[config.mk]
export PLATFORM = sky130hd
export DESIGN_NAME = counter_updown_mod
export DESIGN_NICKNAME = d
export VERILOG_FILES = /design/src/rtl/counter_updown_mod.sv
export SDC_FILE = /design/constraint.sdc
export NUM_CORES = 1
export LEC_CHECK = 0
export CELL_PAD_IN_SITES_DETAIL_PLACEMENT = 1
export CELL_PAD_IN_SITES_GLOBAL_PLACEMENT = 1
export CORE_MARGIN = 3
export CORE_UTILIZATION = 25
export CTS_CLUSTER_DIAMETER = 120
export DETAILED_ROUTE_END_ITERATION = 10
export GPL_ROUTABILITY_DRIVEN = 0
export MAX_ROUTING_LAYER = met4
export PLACE_DENSITY = 0.68
export SYNTH_ARGS = -nofsm -noshare
export SYNTH_HDL_FRONTEND = slang
export SYNTH_SLANG_ARGS = --single-unit
[constraint.sdc]
create_clock -name clk -period 1.5 [get_ports clk]
set_clock_uncertainty 0.1 [all_clocks]
set_input_delay 0.3 -clock clk [delete_from_list [all_inputs] [get_ports clk]]
set_output_delay 0.3 -clock clk [all_outputs]
set_load 0.05 [all_outputs]
[src/rtl/counter_updown_mod.sv]
// Parameterised up/down counter with wrap or saturate at the bounds, parallel
// load with clamp to MAX, and an optional one-shot mode that parks in DONE.
module counter_updown_mod #(
  parameter int unsigned W   = 4,
  parameter int unsigned MAX = 2**W - 1,
  parameter bit          SAT = 1'b0
) (
  input  logic         clk,
  input  logic         rst,
  input  logic         clr,
  input  logic         load,
  input  logic [W-1:0] din,
  input  logic         en,
  input  logic         up,
  input  logic         mode_os,
  output logic [W-1:0] count,
  output logic         tc,
  output logic         wrap,
  output logic         sat_flag,
  output logic         done
);

  localparam logic [W-1:0] MAX_V = W'(MAX);

  typedef enum logic {
    ST_RUN  = 1'b0,
    ST_DONE = 1'b1
  } state_e;

  state_e       state_q, state_d;
  logic [W-1:0] count_q, count_d;
  logic         wrap_q,  wrap_d;
  logic         sat_q,   sat_d;
  logic         at_bound;
  logic [W-1:0] din_clamped;

  // Bound in the currently selected direction; also drives tc.
  assign at_bound    = up ? (count_q == MAX_V) : (count_q == '0);
  assign din_clamped = (din > MAX_V) ? MAX_V : din;

  // Next-state: clr > load > enabled count > hold (rst handled in the register).
  always_comb begin
    count_d = count_q;
    wrap_d  = 1'b0;
    sat_d   = sat_q;
    state_d = state_q;
    if (clr) begin
      count_d = '0;
      sat_d   = 1'b0;
      state_d = ST_RUN;
    end else if (load) begin
      count_d = din_clamped;
      state_d = ST_RUN;
    end else if (en && (state_q == ST_RUN)) begin
      if (!at_bound) begin
        count_d = up ? (count_q + W'(1)) : (count_q - W'(1));
      end else begin
        if (SAT) begin
          sat_d = 1'b1;
        end else begin
          count_d = up ? '0 : MAX_V;
          wrap_d  = 1'b1;
        end
        if (mode_os) begin
          state_d = ST_DONE;
        end
      end
    end
  end

  always_ff @(posedge clk) begin
    if (rst) begin
      count_q <= '0;
      wrap_q  <= 1'b0;
      sat_q   <= 1'b0;
      state_q <= ST_RUN;
    end else begin
      count_q <= count_d;
      wrap_q  <= wrap_d;
      sat_q   <= sat_d;
      state_q <= state_d;
    end
  end

  assign count    = count_q;
  assign tc       = at_bound;
  assign wrap     = wrap_q;
  assign sat_flag = sat_q;
  assign done     = (state_q == ST_DONE);

endmodule

==> results <==
report_power, final:
group | switching, mW | leakage, nW | total [mW] | internal (mW)
registers | 0.00771 | 0.0518 | 0.172 | 0.165
clock network | 0.0814 | 0.0150 | 0.184 | 0.102
logic | 0.145 | 0.321 | 0.301 | 0.156
how the worst min path moves through the flow:
stage	cells after the start	slack (ns)	end
after floorplan	2	0.33	count[0]
after global placement	2	0.45	count[2]
after detailed placement	2	0.48	count[1]
after CTS	3	0.48	count[0]
after global routing	3	0.50	count[0]
final	3	0.48	count[0]
registers in the layout, indices dropped and copies added (netlist names):
name,count
wrap,1
done,1
count,4
area by class of cell:
| type | count | area share (%) |
|---|---|---|
| clock buffer | 4 | 2.71 |
| inverter | 3 | 1.16 |
| multi-input combinational | 39 | 40.5 |
| sequential | 6 | 13.9 |
| tap | 16 | 2.06 |
| timing repair buffer | 35 | 39.7 |
what timing repair did:
action / in CTS / in global routing
setup buffers: 3 / 2
pin swaps: 4 / 6
hold buffers: 0 / 0
gates resized for setup: 13 / 9
setup endpoints to repair: 6 / 8
per-layer routing:
| layer | GRT usage [%] | part of all wire [%] |
|---|---|---|
| met5 | - | 0 |
| met4 | 9.68 | 2.7 |
| met3 | 5.64 | 2.9 |
| met2 | 26.7 | 51 |
| met1 | 22.4 | 43 |
stage by stage:
stage	instance area [sq um]	hold slack (ns)	total power [mW]
finish	971	0.479	0.657
global route	971	0.498	0.687
CTS	902	0.477	0.628
detailed placement	802	0.480	0.413
global placement	802	0.448	0.408
floorplan	459	0.333	0.291
tightest hold or removal path, cell delays in order:
cell and delay, ns:
clkdlybuf4s50_1 0.40, nand2_1 0.06, a21oi_1 0.05
placed cells by master, fill, tap and decap left out, drive strengths merged, types with 2 or more instances in the layout:
master	netlist	final
a2111oi	2	2
a211oi	3	3
a21oi	2	2
buf	1	25
clkbuf	2	4
clkdlybuf4s50	0	9
dfxtp	6	6
ha	2	2
inv	3	3
nand2	4	4
nor2	4	4
nor3	2	2
o21ai	4	4
or2	2	2
xnor2	2	2
xor2	2	2
cells by family after synthesis:
group	share of synthesized area, %
other	0.864
xor gates and xnor gates	8.07
adders and majority gates	10.4
DFF	27.7
and+or+nand+nor	22.2
buffers and inverters	6.05
AOI/OAI and AO/OA	21.6
muxes	3.17
==> qor.json <==
{
  "core_area_sq_um": 1580,
  "netlist_instances": 51,
  "diodes": 0,
  "globalRouteTotalUtil_pct": 18.3,
  "globalRoute.totalOverflow": 0,
  "first_iter_violations": 2,
  "post-place-ws_ns": -0.741,
  "achievable-frequency_mhz": 524,
  "critical-path-slowest-cell": "or4_4",
  "final_layout_size_suffix_gt1_share_pct": 56.3,
  "critical_path_peak_fanout": 2,
  "crit_start": "count[0]",
  "ctsHtreeMaxLevel": 1,
  "hold_path.class": "in -> reg",
  "post-synth-top-area-fraction_pct": 27.7,
  "layout.nets": 102,
  "timing_max_transition_violations_final": 0,
  "worst-endpoint-required_ns": 1.10,
  "finalWirelength_mm": 1.70,
  "clock_latency_ns": 0.27,
  "startpoint_type": "flop",
  "drt-vias-per-instance": 5.01,
  "synth_area_leaders": "dfxtp_1 28%, ha_1 5.8%, a211oi_1 5.2%, fa_1 4.6%, o21ai_0 4.6%",
  "ys_warn_count": 0,
  "yosys.cell_types.count": 27,
  "critical_path.top_delay_family": "simple AND/OR/NAND/NOR gates",
  "cts_tree": "done",
  "final_standard_cell_count_with_taps_included_and_fillers_excluded": 103,
  "dp.final_hpwl_mm": 1.18,
  "num_vias": 516,
  "full_die_area_sq_um": 2270,
  "numCtsBuffers": 3,
  "r2r-start": "count[0]",
  "area_growth_syn_to_layout_pct": 124,
  "power.density_cell_area_nw_per_um2": 677,
  "clock_pin_slew_on_the_worst_setup_and_hold_paths_ns": 0.06,
  "maximum_resistive_drop_on_vdd_mv": 0.422,
  "finalWorstPathRequiredPeriod_ns": 1.91,
  "mean_routed_wirelength_per_cell_microns": 16.5,
  "timing_worst_setup_path_type": "reg -> out",
  "floorplan.die.height_microns": 47.7,
  "register_area_sq_um": 135,
  "starting_density_pct": 27.5,
  "leakagePower_nw": 0.388,
  "ioPinCount": 19,
  "pin_count_of_the_biggest_net_entering_global_routing": 11,
  "finalCoreUtilization_pct": 61.6,
  "crit_chain": "or4_4, mux2i_4, buf_12",
  "dieWidth_microns": 47.7,
  "failed_checks": "negative setup slack",
  "postSynth.topFlopCell": "dfxtp_1",
  "via_count_of_the_first_global_routing_pass": 534,
  "synth_edf_count": 0,
  "number_of_cells_after_detailed_placement": 94,
  "total_number_of_placement_rows": 14,
  "mapped_cell_area_sq_um": 434,
  "final_min_period_over_clock_period_pct": 127,
  "hold_viol_final": 0,
  "finalSetupViolCount": 7,
  "numPortBuffers": 17,
  "synth_top_area_cell": "dfxtp_1",
  "drc_errors": 0,
  "most_frequent_cells_after_synthesis": "6 x dfxtp_1, 4 x nand2_1, 4 x nor2_1, 4 x o21ai_0",
  "status": "finished with violations",
  "worstPathArrival_ns": 1.51,
  "yosys.cell_count.top_type": "dfxtp_1",
  "clock-root-buffer": "clkbuf_4",
  "grt_pass1_wl_mm": 2.61,
  "timing.reg2reg.setup_slack_ns": -0.30,
  "synthArstFlopShare_pct": 0,
  "ant_nets": 0,
  "crit_end": "tc",
  "crit_path_max_incr_delay_ns": 0.53,
  "grt_setup_unrepaired": "yes",
  "worst_r2r_dst": "wrap",
  "clock-sinks": 6,
  "rr_worst_depth": 6,
  "area_of_the_multi_input_gates_sq_um": 393,
  "worstPathBufferInverterCount": 1,
  "crit_cells": 3,
  "synth_sequential_area_ratio_pct": 27.7,
  "crit_path_end_kind": "output port",
  "number_of_antenna_violations_at_the_first_check_in_global_routing": 0,
  "synth_nets": 65,
  "drv.max_cap_violation_count": 0,
  "synth.ff_latch_count": 6,
  "drtPass1Iterations": 5,
  "clock_tree.buffer_depth": 2,
  "fillerInstances": 178,
  "hp-start": "din[0]",
  "fin_tns_setup_ns": -1.77,
  "fin_ws_ns": -0.408,
  "synth.avg_cell_area_sq_um": 8.51
}
Note: power is estimated with default switching activity, not from simulation.
